$ cat src/rtl/uart_imem_loader_pkg.sv
// Shared types and constants for the UART instruction-memory loader.
package uart_imem_loader_pkg;

  localparam int unsigned BYTES_PER_WORD = 4;
  localparam int unsigned BYTE_W         = 8;

  // Byte receiver states
  typedef enum logic [1:0] {
    RX_IDLE,
    RX_START,
    RX_DATA,
    RX_STOP
  } rx_state_t;

  // Image loader states
  typedef enum logic [2:0] {
    LEN0,
    LEN1,
    DATA,
    HOLD,
    DONE
  } ld_state_t;

endpackage

$ cat src/rtl/uart_rx_byte.sv
// 8N1 UART byte receiver: 2-flop synchroniser, mid-bit sampling, LSB-first
// deserialisation.
//   clock, reset   : system clock, synchronous active-high reset
//   rx_i           : asynchronous serial input, idle high
//   byte_valid_o   : one-cycle pulse, byte_o holds a good byte
//   byte_o         : last received byte
//   stop_err_o     : one-cycle pulse, stop bit sampled low (byte discarded)
module uart_rx_byte
  import uart_imem_loader_pkg::*;
#(
  parameter int unsigned CLKS_PER_BIT = 868
) (
  input  logic              clock,
  input  logic              reset,
  input  logic              rx_i,
  output logic              byte_valid_o,
  output logic [BYTE_W-1:0] byte_o,
  output logic              stop_err_o
);

  localparam int unsigned CNT_W = $clog2(CLKS_PER_BIT);
  localparam logic [CNT_W-1:0] HALF_M1 = CNT_W'(CLKS_PER_BIT / 2 - 1);
  localparam logic [CNT_W-1:0] FULL_M1 = CNT_W'(CLKS_PER_BIT - 1);

  logic              sync1_q, sync2_q, prev_q;
  rx_state_t         state_q, state_d;
  logic [CNT_W-1:0]  cnt_q, cnt_d;
  logic [2:0]        bit_q, bit_d;
  logic [BYTE_W-1:0] shift_q, shift_d;
  logic              valid_q, valid_d;
  logic [BYTE_W-1:0] byte_q, byte_d;
  logic              err_q, err_d;

  // Synchroniser plus one delayed copy for falling-edge detection
  always_ff @(posedge clock) begin
    if (reset) begin
      sync1_q <= 1'b1;
      sync2_q <= 1'b1;
      prev_q  <= 1'b1;
    end else begin
      sync1_q <= rx_i;
      sync2_q <= sync1_q;
      prev_q  <= sync2_q;
    end
  end

  // Receiver state register
  always_ff @(posedge clock) begin
    if (reset) begin
      state_q <= RX_IDLE;
      cnt_q   <= '0;
      bit_q   <= '0;
      shift_q <= '0;
      valid_q <= 1'b0;
      byte_q  <= '0;
      err_q   <= 1'b0;
    end else begin
      state_q <= state_d;
      cnt_q   <= cnt_d;
      bit_q   <= bit_d;
      shift_q <= shift_d;
      valid_q <= valid_d;
      byte_q  <= byte_d;
      err_q   <= err_d;
    end
  end

  // Bit timing and deserialisation
  always_comb begin
    state_d = state_q;
    cnt_d   = cnt_q + CNT_W'(1);
    bit_d   = bit_q;
    shift_d = shift_q;
    valid_d = 1'b0;
    byte_d  = byte_q;
    err_d   = 1'b0;
    case (state_q)
      RX_IDLE: begin
        cnt_d = '0;
        if (prev_q && !sync2_q) state_d = RX_START;
      end
      RX_START: begin
        // Mid start bit: a high line here means the edge was a glitch
        if (cnt_q == HALF_M1) begin
          cnt_d   = '0;
          bit_d   = '0;
          state_d = sync2_q ? RX_IDLE : RX_DATA;
        end
      end
      RX_DATA: begin
        if (cnt_q == FULL_M1) begin
          cnt_d   = '0;
          shift_d = {sync2_q, shift_q[BYTE_W-1:1]};
          bit_d   = bit_q + 3'd1;
          if (bit_q == 3'd7) state_d = RX_STOP;
        end
      end
      RX_STOP: begin
        if (cnt_q == FULL_M1) begin
          cnt_d   = '0;
          state_d = RX_IDLE;
          if (sync2_q) begin
            valid_d = 1'b1;
            byte_d  = shift_q;
          end else begin
            err_d = 1'b1;
          end
        end
      end
      default: state_d = RX_IDLE;
    endcase
  end

  assign byte_valid_o = valid_q;
  assign byte_o       = byte_q;
  assign stop_err_o   = err_q;

endmodule

$ cat src/rtl/uart_imem_loader.sv
// Boot loader: receives a length-prefixed little-endian word image over UART
// and writes it through the processor's instruction-memory load port, holding
// the processor in reset until the image is complete.
//   clock, reset : system clock, synchronous active-high reset
//   rx           : UART serial input, idle high
//   insMemEn     : load-port enable (high for the whole load)
//   insMemData   : assembled word, insMemAddr : word index
//   cpuReset     : processor reset, released after the last word is written
//   loadDone     : sticky, image written; frameErr : sticky, bad stop bit seen
module uart_imem_loader
  import uart_imem_loader_pkg::*;
#(
  parameter int unsigned WIDTH        = 32,
  parameter int unsigned IMEM_DEPTH   = 512,
  parameter int unsigned CLKS_PER_BIT = 868
) (
  input  logic             clock,
  input  logic             reset,
  input  logic             rx,
  output logic             insMemEn,
  output logic [WIDTH-1:0] insMemData,
  output logic [WIDTH-1:0] insMemAddr,
  output logic             cpuReset,
  output logic             loadDone,
  output logic             frameErr
);

  localparam int unsigned WIDX_W = 16;
  localparam int unsigned BUF_W  = (BYTES_PER_WORD - 1) * BYTE_W;

  logic              rx_valid;
  logic [BYTE_W-1:0] rx_byte;
  logic              rx_err;

  uart_rx_byte #(
    .CLKS_PER_BIT(CLKS_PER_BIT)
  ) u_rx (
    .clock       (clock),
    .reset       (reset),
    .rx_i        (rx),
    .byte_valid_o(rx_valid),
    .byte_o      (rx_byte),
    .stop_err_o  (rx_err)
  );

  ld_state_t         state_q, state_d;
  logic [WIDX_W-1:0] n_q, n_d;
  logic [1:0]        bidx_q, bidx_d;
  logic [WIDX_W-1:0] widx_q, widx_d;
  logic [BUF_W-1:0]  buf_q, buf_d;
  logic              en_q, en_d;
  logic [WIDTH-1:0]  data_q, data_d;
  logic [WIDTH-1:0]  addr_q, addr_d;
  logic              cpu_rst_q, cpu_rst_d;
  logic              done_q, done_d;
  logic              ferr_q, ferr_d;

  // Loader state register
  always_ff @(posedge clock) begin
    if (reset) begin
      state_q   <= LEN0;
      n_q       <= '0;
      bidx_q    <= '0;
      widx_q    <= '0;
      buf_q     <= '0;
      en_q      <= 1'b0;
      data_q    <= '0;
      addr_q    <= '0;
      cpu_rst_q <= 1'b1;
      done_q    <= 1'b0;
      ferr_q    <= 1'b0;
    end else begin
      state_q   <= state_d;
      n_q       <= n_d;
      bidx_q    <= bidx_d;
      widx_q    <= widx_d;
      buf_q     <= buf_d;
      en_q      <= en_d;
      data_q    <= data_d;
      addr_q    <= addr_d;
      cpu_rst_q <= cpu_rst_d;
      done_q    <= done_d;
      ferr_q    <= ferr_d;
    end
  end

  // Image parsing and load-port sequencing
  always_comb begin
    state_d   = state_q;
    n_d       = n_q;
    bidx_d    = bidx_q;
    widx_d    = widx_q;
    buf_d     = buf_q;
    en_d      = en_q;
    data_d    = data_q;
    addr_d    = addr_q;
    cpu_rst_d = cpu_rst_q;
    done_d    = done_q;
    ferr_d    = ferr_q;

    if (rx_err && (state_q != DONE)) ferr_d = 1'b1;

    case (state_q)
      LEN0: begin
        if (rx_valid) begin
          n_d[7:0] = rx_byte;
          en_d     = 1'b1;
          state_d  = LEN1;
        end
      end
      LEN1: begin
        if (rx_valid) begin
          n_d[15:8] = rx_byte;
          if ({rx_byte, n_q[7:0]} == 16'd0) begin
            state_d = HOLD;
          end else begin
            bidx_d  = '0;
            widx_d  = '0;
            state_d = DATA;
          end
        end
      end
      DATA: begin
        if (rx_valid) begin
          bidx_d = bidx_q + 2'd1;
          case (bidx_q)
            2'd0: buf_d[7:0]   = rx_byte;
            2'd1: buf_d[15:8]  = rx_byte;
            2'd2: buf_d[23:16] = rx_byte;
            default: begin
              // Whole word commits at once; out-of-range words are dropped
              if ({16'd0, widx_q} < IMEM_DEPTH) begin
                data_d = WIDTH'({rx_byte, buf_q});
                addr_d = WIDTH'(widx_q);
              end
              widx_d = widx_q + 16'd1;
              if (widx_q + 16'd1 == n_q) state_d = HOLD;
            end
          endcase
        end
      end
      HOLD: begin
        // Enable stays high this cycle so the final word is written
        en_d    = 1'b0;
        state_d = DONE;
      end
      DONE: begin
        cpu_rst_d = 1'b0;
        done_d    = 1'b1;
      end
      default: state_d = LEN0;
    endcase
  end

  assign insMemEn   = en_q;
  assign insMemData = data_q;
  assign insMemAddr = addr_q;
  assign cpuReset   = cpu_rst_q;
  assign loadDone   = done_q;
  assign frameErr   = ferr_q;

endmodule

$ cat config.mk
export PLATFORM = sky130hd
export DESIGN_NAME = uart_imem_loader
export DESIGN_NICKNAME = d
export VERILOG_FILES = /design/src/rtl/uart_imem_loader_pkg.sv /design/src/rtl/uart_rx_byte.sv /design/src/rtl/uart_imem_loader.sv
export SDC_FILE = /design/constraint.sdc
export NUM_CORES = 1
export LEC_CHECK = 0
export CAP_MARGIN = 20
export CORE_ASPECT_RATIO = 0.8
export CORE_MARGIN = 5
export CORE_UTILIZATION = 51
export CTS_CLUSTER_SIZE = 12
export DETAILED_ROUTE_END_ITERATION = 8
export PLACE_DENSITY = 0.84
export SETUP_SLACK_MARGIN = 0.3
export SYNTH_ARGS = -nofsm -noshare
export SYNTH_HDL_FRONTEND = slang
export SYNTH_SLANG_ARGS = --single-unit
$ cat constraint.sdc
create_clock -name clock -period 5.01 [get_ports clock]
set_input_delay 1.002 -clock clock [delete_from_list [all_inputs] [get_ports clock]]
set_output_delay 1.002 -clock clock [all_outputs]
set_load 0.02 [all_outputs]
* Yosys cells after proc, flatten, opt, wreduce, memory -nomap -nowiden *
Cells that the tools add are included.

storage, ports and cells
  input port bits = 3
  output and inout bits = 68
  bits in registers = 149
  logic and storage cells = 118

operators by class
  bitwise gates (word level) = 4
  mux-type cells = 33
  reductions and logical operators = 27
  eq/ne operators = 25
  $add $sub $neg = 4
  magnitude comparators = 1

operator list
  cell                     count
  $mux W16                 4
  $pmux W16 S2             1
  $pmux W10 S3             1
  $mux W3                  7
  $mux W10                 2
  $mux W2                  9
  $add A16 B1 Y16 const B  1
  $eq A16 B16 Y1           1
  $logic_not A16 Y1        1
  $lt A16 B10 Y1 const B   1
  $ne A2 B1 Y1 const B     8
  $pmux W3 S5              1
  $reduce_and A3 Y1        5
  $add A10 B1 Y10 const B  1
  $eq A10 B10 Y1 const B   1
  $eq A10 B9 Y1 const B    1
  $reduce_and A5 Y1        2
  $pmux W2 S4              1
  $reduce_and A2 Y1        4
  $reduce_and A4 Y1        2
  $eq A2 B2 Y1 const B     3
  $eq A3 B2 Y1 const B     2
  $eq A3 B3 Y1 const B     2
  $ne A2 B2 Y1 const B     3
  18 further kinds         30

* Longest topological paths before layout *
Gate-level depths: netlist of the first run.

  depth in word-level cells = 6
  mapped depth = 10
  gate-level depth less buffers = 8

* By module *
From an unflattened synthesis of the first run, not the netlist that was laid out.

unflattened totals
  cells, all modules = 782
  area, all modules = 6371.1 µm²

modules (own cells, without submodules)
  module            cells an instance  instances  area each (µm²)  sequential area each (µm²)
  uart_imem_loader  620                1          4901.0           2262.2
  uart_rx_byte      162                1          1470.2           720.7

* Least setup slack after synthesis of the first run *
OpenSTA, ideal clock, no wires.

  path type = input to register
  from = input reset
  to = register state_q[0]
  path slack = 2.649 ns
  required time = 4.951 ns
  buffers on the path = 1
  stages = 6
  setup time = 0.059 ns
  data arrival time = 2.302 ns
  path through = clkbuf_1 -> or4_1 -> a221oi_1 -> nand4_1 -> nor4_1 -> a31o_1

RTL lines
  element                 RTL line                source
  start: declaration      uart_imem_loader.sv:18  input logic reset,
  end signal: assignment  uart_imem_loader.sv:73  state_q <= state_d;
  end: declaration        uart_imem_loader.sv:46  ld_state_t state_q, state_d;

* Worst setup path after layout of the first run *
  from = register state_q[1]
  to = register addr_q[4] (netlist: insMemAddr[4])

on the way
  cells in the longest elaborated chain, start to end = 2

RTL lines
  element                      RTL line                 source
  $eq A3 B2 Y1                 uart_imem_loader.sv:103  case (state_q)
  $reduce_and A4 Y1 (no line)  --
  end signal: assignment       uart_imem_loader.sv:80   addr_q <= addr_d;
  end: declaration             uart_imem_loader.sv:53   logic [WIDTH-1:0] addr_q, addr_d;

Every way passes these cells.
A chain may end at the register's enable or synchronous reset.

==> results of run 1 <==
## layer usage
layer / up-vias / GRT usage [%] / wire, µm
met5: - / 0 / 0
met4: 0 / 6.38 / 235
met3: 19 / 5.50 / 1060
met2: 184 / 31.1 / 6760
met1: 2547 / 27.5 / 6620
li1: 2694 / - / -
## layout by cell type, fill, tap and decap left out, types with 3 or more instances in the layout
master | synthesis | final
nand3b_1 | 4 | 4
mux2i_1 | 11 | 11
clkbuf_1 | 39 | 3
xor2_1 | 9 | 9
and3_1 | 3 | 3
dfxtp_1 | 149 | 149
nor2_1 | 47 | 47
ha_1 | 13 | 13
buf_4 | 16 | 8
a21oi_1 | 121 | 121
bufinv_16 | 0 | 3
clkinvlp_4 | 0 | 3
inv_1 | 12 | 12
nand3_1 | 45 | 45
conb_1 | 1 | 16
nor4_1 | 6 | 6
nand4b_1 | 3 | 3
xnor2_1 | 21 | 21
or2_2 | 3 | 3
nand4_1 | 7 | 7
clkbuf_16 | 0 | 17
nor2b_1 | 3 | 3
nand2_1 | 176 | 176
o21ai_1 | 12 | 12
clkdlybuf4s50_1 | 0 | 53
or4_1 | 3 | 3
or3_1 | 7 | 7
and2_1 | 9 | 9
o21ai_0 | 11 | 11
nor3_1 | 6 | 6
## power by group
group          switching (mW)  internal, mW  leakage, nW  total [mW]
clock                   0.500         0.798        0.284        1.30
combinational          0.0423        0.0130         1.09      0.0553
sequential            0.00395          1.19         1.20        1.19
total                   0.546          2.00         2.57        2.55
## state kept, by name, indices dropped and copies added, names as in the netlist, 2 cells and up, named ones only
signal,flops
u_rx.shift_q,8
insMemData,32
u_rx.bit_q,3
n_q,16
bidx_q,2
insMemAddr,16
u_rx.cnt_q,10
u_rx.byte_o,8
widx_q,16
state_q,3
buf_q,24
## final cells by class
type,instances,area (µm²),area share [%]
clock inverters,11,149,1.98
multi-input cells,575,3100,41.1
repair buffers,61,591,7.85
clock buffers,21,450,5.98
inverters,12,45.0,0.598
well taps,171,214,2.84
flip-flops and latches,149,2980,39.6
## through the flow
stage	std cells	power, mW	utilization, %	setup slack (ps)	cell area, µm²
CTS	1000	2.56	61.2	1770	7530
global placement	968	1.27	56.3	2000	6930
finish	1000	2.55	61.2	1730	7530
floorplan	812	1.27	-	2650	6500
detailed placement	968	1.27	56.3	1810	6930
global route	1000	2.62	61.2	1400	7530
## cells by family (layout without fill, tap and decap cells)
family | count (synthesis) | in the layout | synth area share, %
multiplexers | 12 | 12 | 1.88
other | 1 | 16 | 0.0582
adder cells (fa/ha/maj) | 13 | 13 | 2.52
flip-flops | 149 | 149 | 46.3
buffers and inverters | 88 | 105 | 6.79
AO/OA/AOI/OAI | 163 | 163 | 13.8
AND/OR/NAND/NOR | 341 | 341 | 24.6
XOR/XNOR | 30 | 30 | 4.08
## final timing paths
| check | endpoint | slack [ps] | cells past startpoint |
|---|---|---|---|
| worst max-delay path | insMemAddr[4]$_SDFFE_PP0P_ | 1730 | 8 |
| worst min-delay path | u_rx.sync2_q$_SDFF_PP1_ | 420 | 1 |
| worst max register to register | insMemAddr[4]$_SDFFE_PP0P_ | 1730 | 8 |
| worst min register to register | u_rx.sync2_q$_SDFF_PP1_ | 420 | 1 |
## worst max-delay path, stage by stage (launching register included)
cell and delay (ps):
dfxtp_1 480, nor4bb_4 340, buf_4 350, nand2_1 310, nor2_1 260, and3_1 910, buf_4 300, nand2_1 60
a21oi_1 170
## Yosys cell counts (2+ instances only)
| library cell | number | share of area [%] |
|---|---|---|
| a31oi_1 | 2 | 0.19 |
| nor2b_1 | 3 | 0.29 |
| nor3b_1 | 2 | 0.23 |
| o21ai_0 | 11 | 0.85 |
| and2_1 | 9 | 0.87 |
| dfxtp_1 | 149 | 46 |
| or3_1 | 7 | 0.68 |
| buf_2 | 19 | 1.5 |
| o21ai_1 | 12 | 0.93 |
| or2_2 | 3 | 0.29 |
| a221oi_1 | 2 | 0.27 |
| and4_1 | 2 | 0.27 |
| mux2i_1 | 11 | 1.7 |
| xnor2_1 | 21 | 2.9 |
| buf_4 | 16 | 1.9 |
| ha_1 | 13 | 2.5 |
| nor4_2 | 2 | 0.39 |
| nor3_1 | 6 | 0.47 |
| nand4b_1 | 3 | 0.41 |
| nand3b_1 | 4 | 0.47 |
| clkbuf_1 | 39 | 2.3 |
| xor2_1 | 9 | 1.2 |
| nand4_1 | 7 | 0.68 |
| or3b_1 | 2 | 0.27 |
| nand2_1 | 176 | 10 |
| inv_1 | 12 | 0.70 |
| nor2_1 | 47 | 2.7 |
| o211ai_1 | 2 | 0.23 |
| nand3_1 | 45 | 3.5 |
| and3_1 | 3 | 0.29 |
| a21oi_1 | 121 | 9.4 |
| a21o_1 | 2 | 0.23 |
| nor4_1 | 6 | 0.58 |
| or4_1 | 3 | 0.35 |
==> reports/qor.txt, run 1 <==
hold path startpoint -> u_rx.sync1_q$_SDFF_PP1_
Max Fclk -> 305 MHz
overall die height -> 111 µm
Vias -> 5444
worst-case clock buffer depth -> 2
CTS sink count -> 149
Post-Syn Instances -> 797
Ys Warns -> 0
ys async rst share -> 0%
critical path type -> register to register
Worst Tran Pin Value -> 1080 ps
peak fanout along the critical path -> 32
post-synthesis sequential area ratio -> 46.3%
CTS hold repair buffers -> 0
Critical Path Sink Type -> register
Post-Syn Area per Cell -> 8.09 µm²
Clock transition at path regs -> 60 ps
TritonCTS clock tree -> done
nets -> 832
gpl congestion -> 0.885
initial antenna violation count -> 0
Post-synth EDFFs -> 0
Post-CTS Setup Bufs -> 0
# rows -> 36
Leak -> 2.57 nW
largest net degree at the start of global routing -> 78
PortBufs -> 54
CP Data Required Time -> 5360 ps
via density per instance -> 5.44
CP startpoint -> state_q[1]$_SDFFE_PP0P_
layout cells sized above 1 -> 5.91%
r2r startpoint -> state_q[1]$_SDFFE_PP0P_
Fin Setup TNS -> 0 ps
average routed wire per standard cell -> 14.7 µm
Min-Delay Path Class -> register to register
Power Density -> 338 nW/µm²
Antenna Cells -> 0
die width -> 136 µm
Initial Util -> 52.4%
RSZ-0062 raised after global routing -> false
Worst EP arrival -> 3630 ps
Filler cells -> 1043
first-pass GRT wire length -> 25000 µm
Final Setup Violations -> 0
Syn-to-layout area delta -> 16.8%
Worst setup SP type -> register
grt total ovfl -> 0
max-slew violations -> 0
final hold vios -> 0
I/O pin cnt -> 71
DRC -> 0
peak supply drop -> 0.251 mV
Max-cap violations -> 0
GR Util All Layers -> 20.2%
root buf cell -> clkbuf_16
CTS Buf Count -> 17
outcome -> finished, final reports clean
Seq cells post-synth -> 149
CTS H-tree depth -> 4
vias in the first global route -> 5173
WL final -> 14700 µm
number of library cell types mapped by synthesis -> 60
Post-DP HPWL -> 9450 µm
cell area after synthesis -> 6440 µm²
worst hold margin -> 419 ps
clk_skew -> 6.68 ps
clk_lat worst skew -> 430 ps
post-route ant nets -> 0
CORE AREA -> 12300 µm²
ys flop type -> dfxtp_1
Initial DRC Count -> 545
Slew HR -> 27.7%
Resize count post-CTS -> 0
post-route minimum period -> 3280 ps
full die area -> 15000 µm²
drt first pass iters -> 6
Final period util -> 65.5%
Note: power is estimated with default switching activity, not from simulation.
==> run 2: changes to the inputs <==
==> constraint.sdc (replaced) <==
create_clock -name clock -period 3.15 [get_ports clock]
set_input_delay 0.63 -clock clock [delete_from_list [all_inputs] [get_ports clock]]
set_output_delay 0.63 -clock clock [all_outputs]
set_load 0.02 [all_outputs]
==> run 2 against run 1 <==
Against the previous run:
- register-to-register slack got worse by 1000 ps
- clock-buffer cell count fell by 2
- combinational power rose by 61%
- sequential share of layout area fell by 0.26 points
- sequential cell count did not move
- power rose by 59%
- utilization rose by 0.41 points
- clock power rose by 59%
- hold slack got worse by 6.6 ps
- critical path depth fell by 1
- critical path type unchanged
- largest power group unchanged
==> reports/qor.txt, run 2 (synthesized netlist as in run 1, its figures left out) <==
CTS hold repair buffers -> 0
overall die height -> 111 µm
grt total ovfl -> 0
Finished Core Util -> 61.6%
Max Fclk -> 410 MHz
Antenna Cells -> 0
max reg flops -> 32
placed cell area -> 6970 µm²
final cell count without fillers -> 1003
first-pass GRT wire length -> 24100 µm
Min-Delay Path Class -> register to register
worst-case clock buffer depth -> 2
gpl congestion -> 0.851
Worst EP arrival -> 2800 ps
TritonCTS clock tree -> done
CTS H-tree depth -> 4
Power Density -> 535 nW/µm²
outcome -> finished, final reports clean
via density per instance -> 5.40
commonest cells after routing, fill and taps aside -> nand2_1, dfxtp_1, a21oi_1
drt first pass iters -> 5
pre-CTS WS -> 807 ps
post-route ant nets -> 0
Syn-to-layout area delta -> 17.6%
Fin Setup TNS -> 0 ps
CORE AREA -> 12300 µm²
fin worst setup slack -> 714 ps
Slew HR -> 52.1%
Vias -> 5420
post-route minimum period -> 2440 ps
I/O pin cnt -> 71
nets -> 836
RSZ-0062 raised after global routing -> false
Final Setup Violations -> 0
Max-cap violations -> 0
Worst Tran Pin Value -> 719 ps
die width -> 136 µm
peak fanout along the critical path -> 8
Final period util -> 77.3%
CTS Buf Count -> 17
placed cell count -> 972
Critical Path Sink Type -> register
max-slew violations -> 0
final hold vios -> 0
# rows -> 36
clk_skew -> 10.3 ps
PortBufs -> 54
Resize count post-CTS -> 0
total power -> 4.06 mW
DRC -> 0
Worst setup SP type -> register
Leak -> 2.60 nW
peak supply drop -> 0.414 mV
Initial Util -> 52.4%
area of the multi-input gates -> 3100 µm²
Clock transition at path regs -> 60 ps
clk_lat worst skew -> 420 ps
root buf cell -> clkbuf_16
Post-DP HPWL -> 9660 µm
layout cells sized above 1 -> 6.61%
Filler cells -> 1010
register area -> 2980 µm²
Initial DRC Count -> 489
GR Util All Layers -> 19.5%
WL final -> 14600 µm
critical path type -> register to register
average routed wire per standard cell -> 14.5 µm
Post-CTS Setup Bufs -> 0
initial antenna violation count -> 0
full die area -> 15000 µm²
commonest non-fill, non-tap cell in the layout -> nand2_1
CP Data Required Time -> 3510 ps
fin area -> 7580 µm²
CTS sink count -> 149
worst hold margin -> 413 ps
vias in the first global route -> 5017
largest net degree at the start of global routing -> 72
[run 2: power by group]
part / leakage, nW / switching (mW) / internal [mW] / total, mW
logic: 1.11 / 0.0679 / 0.0213 / 0.0893
registers: 1.20 / 0.00534 / 1.89 / 1.90
clock network: 0.291 / 0.788 / 1.28 / 2.07
total: 2.60 / 0.861 / 3.19 / 4.06
[run 2: area by class of cell]
type                       count  share of cell area, %
multi-input combinational    575                   40.9
tap                          171                   2.82
inverter                      12                  0.594
clock inverter                12                   2.03
clock buffer                  19                   5.98
timing repair buffer          65                   8.36
sequential                   149                   39.4
[run 2: path summary, 6_finish.rpt]
path,startpoint,to,slack [ps],cells past startpoint
worst min register to register,u_rx.sync1_q$_SDFF_PP1_,u_rx.sync2_q$_SDFF_PP1_,410,1
worst min-delay path,u_rx.sync1_q$_SDFF_PP1_,u_rx.sync2_q$_SDFF_PP1_,410,1
worst max-delay path,widx_q[0]$_SDFFE_PP0P_,state_q[0]$_SDFFE_PP0P_,710,7
worst max register to register,widx_q[0]$_SDFFE_PP0P_,state_q[0]$_SDFFE_PP0P_,710,7
[run 2: worst max-delay path, stage by stage, from the launching register on]
cell	delay (ps)
dfxtp_1	450
ha_1	320
and4_1	440
nand2_1	90
nor3_1	400
xnor2_1	180
a2111oi_4	330
a31o_1	170
[run 2: metal layers]
layer	part of all wire (%)	track usage (%)
met2	47	30.6
met5	0	0
met1	46	26.2
met4	1.6	6.11
met3	6.2	4.91
==> run 3: changes to the inputs <==
==> constraint.sdc (replaced) <==
create_clock -name clock -period 2.4 [get_ports clock]
set_input_delay 0.48 -clock clock [delete_from_list [all_inputs] [get_ports clock]]
set_output_delay 0.48 -clock clock [all_outputs]
set_load 0.02 [all_outputs]
==> run 3 against run 2 <==
Against the previous run:
- combinational power grew 32%
- power grew 32%
- die area is the same
- clock-buffer cell count grew 2
- utilization grew 1.4 points
- global-route usage grew 0.54 points
- non-clock buffer count grew 16
- register-to-register slack lost 360 ps
- setup slack lost 360 ps
- critical path type unchanged
- largest cell class unchanged
- largest power group unchanged
==> reports/qor.txt, run 3 (synthesized netlist as in run 1, its figures left out) <==
Leak -> 2.69 nW
CORE AREA -> 12300 µm²
Max-cap violations -> 0
I/O pin cnt -> 71
grt total ovfl -> 0
Slew HR -> 43.7%
Syn-to-layout area delta -> 20.2%
Final Setup Violations -> 0
first-pass GRT wire length -> 24900 µm
Clock transition at path regs -> 60 ps
root buf cell -> clkbuf_16
post-route minimum period -> 2050 ps
Post-DP HPWL -> 9740 µm
CTS Buf Count -> 17
via density per instance -> 5.44
Final period util -> 85.4%
worst-case clock buffer depth -> 2
peak fanout along the critical path -> 9
hold path startpoint -> u_rx.sync1_q$_SDFF_PP1_
nets -> 852
drt first pass iters -> 5
clk_lat worst skew -> 420 ps
PortBufs -> 54
average routed wire per standard cell -> 14.6 µm
Critical Path Sink Type -> register
gpl congestion -> 0.888
overall die height -> 111 µm
Fin Setup TNS -> 0 ps
Vias -> 5537
reg-to-reg slack, setup -> 350 ps
fin worst setup slack -> 351 ps
CTS sink count -> 149
CTS hold repair buffers -> 0
peak supply drop -> 0.501 mV
CP Data Required Time -> 2710 ps
post-route ant nets -> 0
critical path type -> register to register
fin area -> 7750 µm²
worst r2r path cells -> 6
DRC -> 0
TritonCTS clock tree -> done
Worst setup SP type -> register
initial antenna violation count -> 0
Power Density -> 692 nW/µm²
Worst EP arrival -> 2360 ps
outcome -> finished, final reports clean
layout cells sized above 1 -> 9.46%
Min-Delay Path Class -> register to register
die width -> 136 µm
# rows -> 36
Initial DRC Count -> 655
max reg flops -> 32
GR Util All Layers -> 20.0%
commonest non-fill, non-tap cell in the layout -> nand2_1
RSZ-0062 raised after global routing -> false
Initial Util -> 52.4%
commonest cells after routing, fill and taps aside -> nand2_1, dfxtp_1, a21oi_1
CTS H-tree depth -> 4
pre-CTS WS -> 148 ps
RR Endpoint -> state_q[0]$_SDFFE_PP0P_
vias in the first global route -> 5156
Worst Tran Pin Value -> 844 ps
max-slew violations -> 0
worst hold margin -> 407 ps
largest net degree at the start of global routing -> 86
final hold vios -> 0
full die area -> 15000 µm²
Finished Core Util -> 63.0%
CP startpoint -> widx_q[2]$_SDFFE_PP0P_
r2r startpoint -> widx_q[2]$_SDFFE_PP0P_
clk_skew -> 7.24 ps
CP Capture Point -> state_q[0]$_SDFFE_PP0P_
Antenna Cells -> 0
placed cell area -> 7040 µm²
WL final -> 14900 µm
Max Fclk -> 488 MHz
-- run 3: timing repair --
item                                    in CTS  in global routing
endpoints found under the setup margin       8                 58
gates resized for setup                      4                 14
cloned                                       0                  0
setup buffers                                0                  5
pin swaps                                    0                  1
-- run 3: worst max-delay path: stages, from the launching register on --
cell and delay, ps:
dfxtp_2 390, and3_2 240, nand3_2 170, or3_4 380, and4b_1 200, a311o_1 360, a31o_1 210
-- run 3: through the flow --
stage | total power [mW] | instances
4_1_cts | 5.39 | 1012
6_report | 5.36 | 1017
5_1_grt | 5.52 | 1017
2_1_floorplan | 2.66 | 812
3_5_place_dp | 2.66 | 983
3_3_place_gp | 2.66 | 983
-- run 3: routing by layer --
| layer | vias up | GRT usage [%] | share of wire [%] |
|---|---|---|---|
| met3 | 35 | 5.45 | 7.8 |
| met2 | 208 | 32.2 | 48 |
| li1 | 2732 | - | - |
| met4 | 0 | 6.18 | 1.7 |
| met1 | 2562 | 26.1 | 43 |
| met5 | - | 0 | 0 |
-- run 3: worst min path at each step --
stage                     slack (ps)  depth (start not counted)                 endpoint
after global placement           390                          1  u_rx.sync2_q$_SDFF_PP1_
after detailed placement         400                          1  u_rx.sync2_q$_SDFF_PP1_
final                            410                          1  u_rx.sync2_q$_SDFF_PP1_
after global routing             420                          1  u_rx.sync2_q$_SDFF_PP1_
after CTS                        410                          1  u_rx.sync2_q$_SDFF_PP1_
after floorplan                  390                          1  u_rx.sync2_q$_SDFF_PP1_
-- run 3: area by class of cell --
type,instances,area [µm²]
Fill cell,991,4550
Multi-Input combinational cell,575,3130
Sequential cell,149,2990
Timing Repair Buffer,81,753
Clock buffer,21,460
Tap cell,171,214
Clock inverter,8,150
Inverter,12,45.0
-- run 3: report_power, final --
group,total (mW),switching (mW),internal [mW]
clock,2.75,0.975,1.78
sequential,2.49,0.00765,2.48
combinational,0.118,0.0889,0.0292
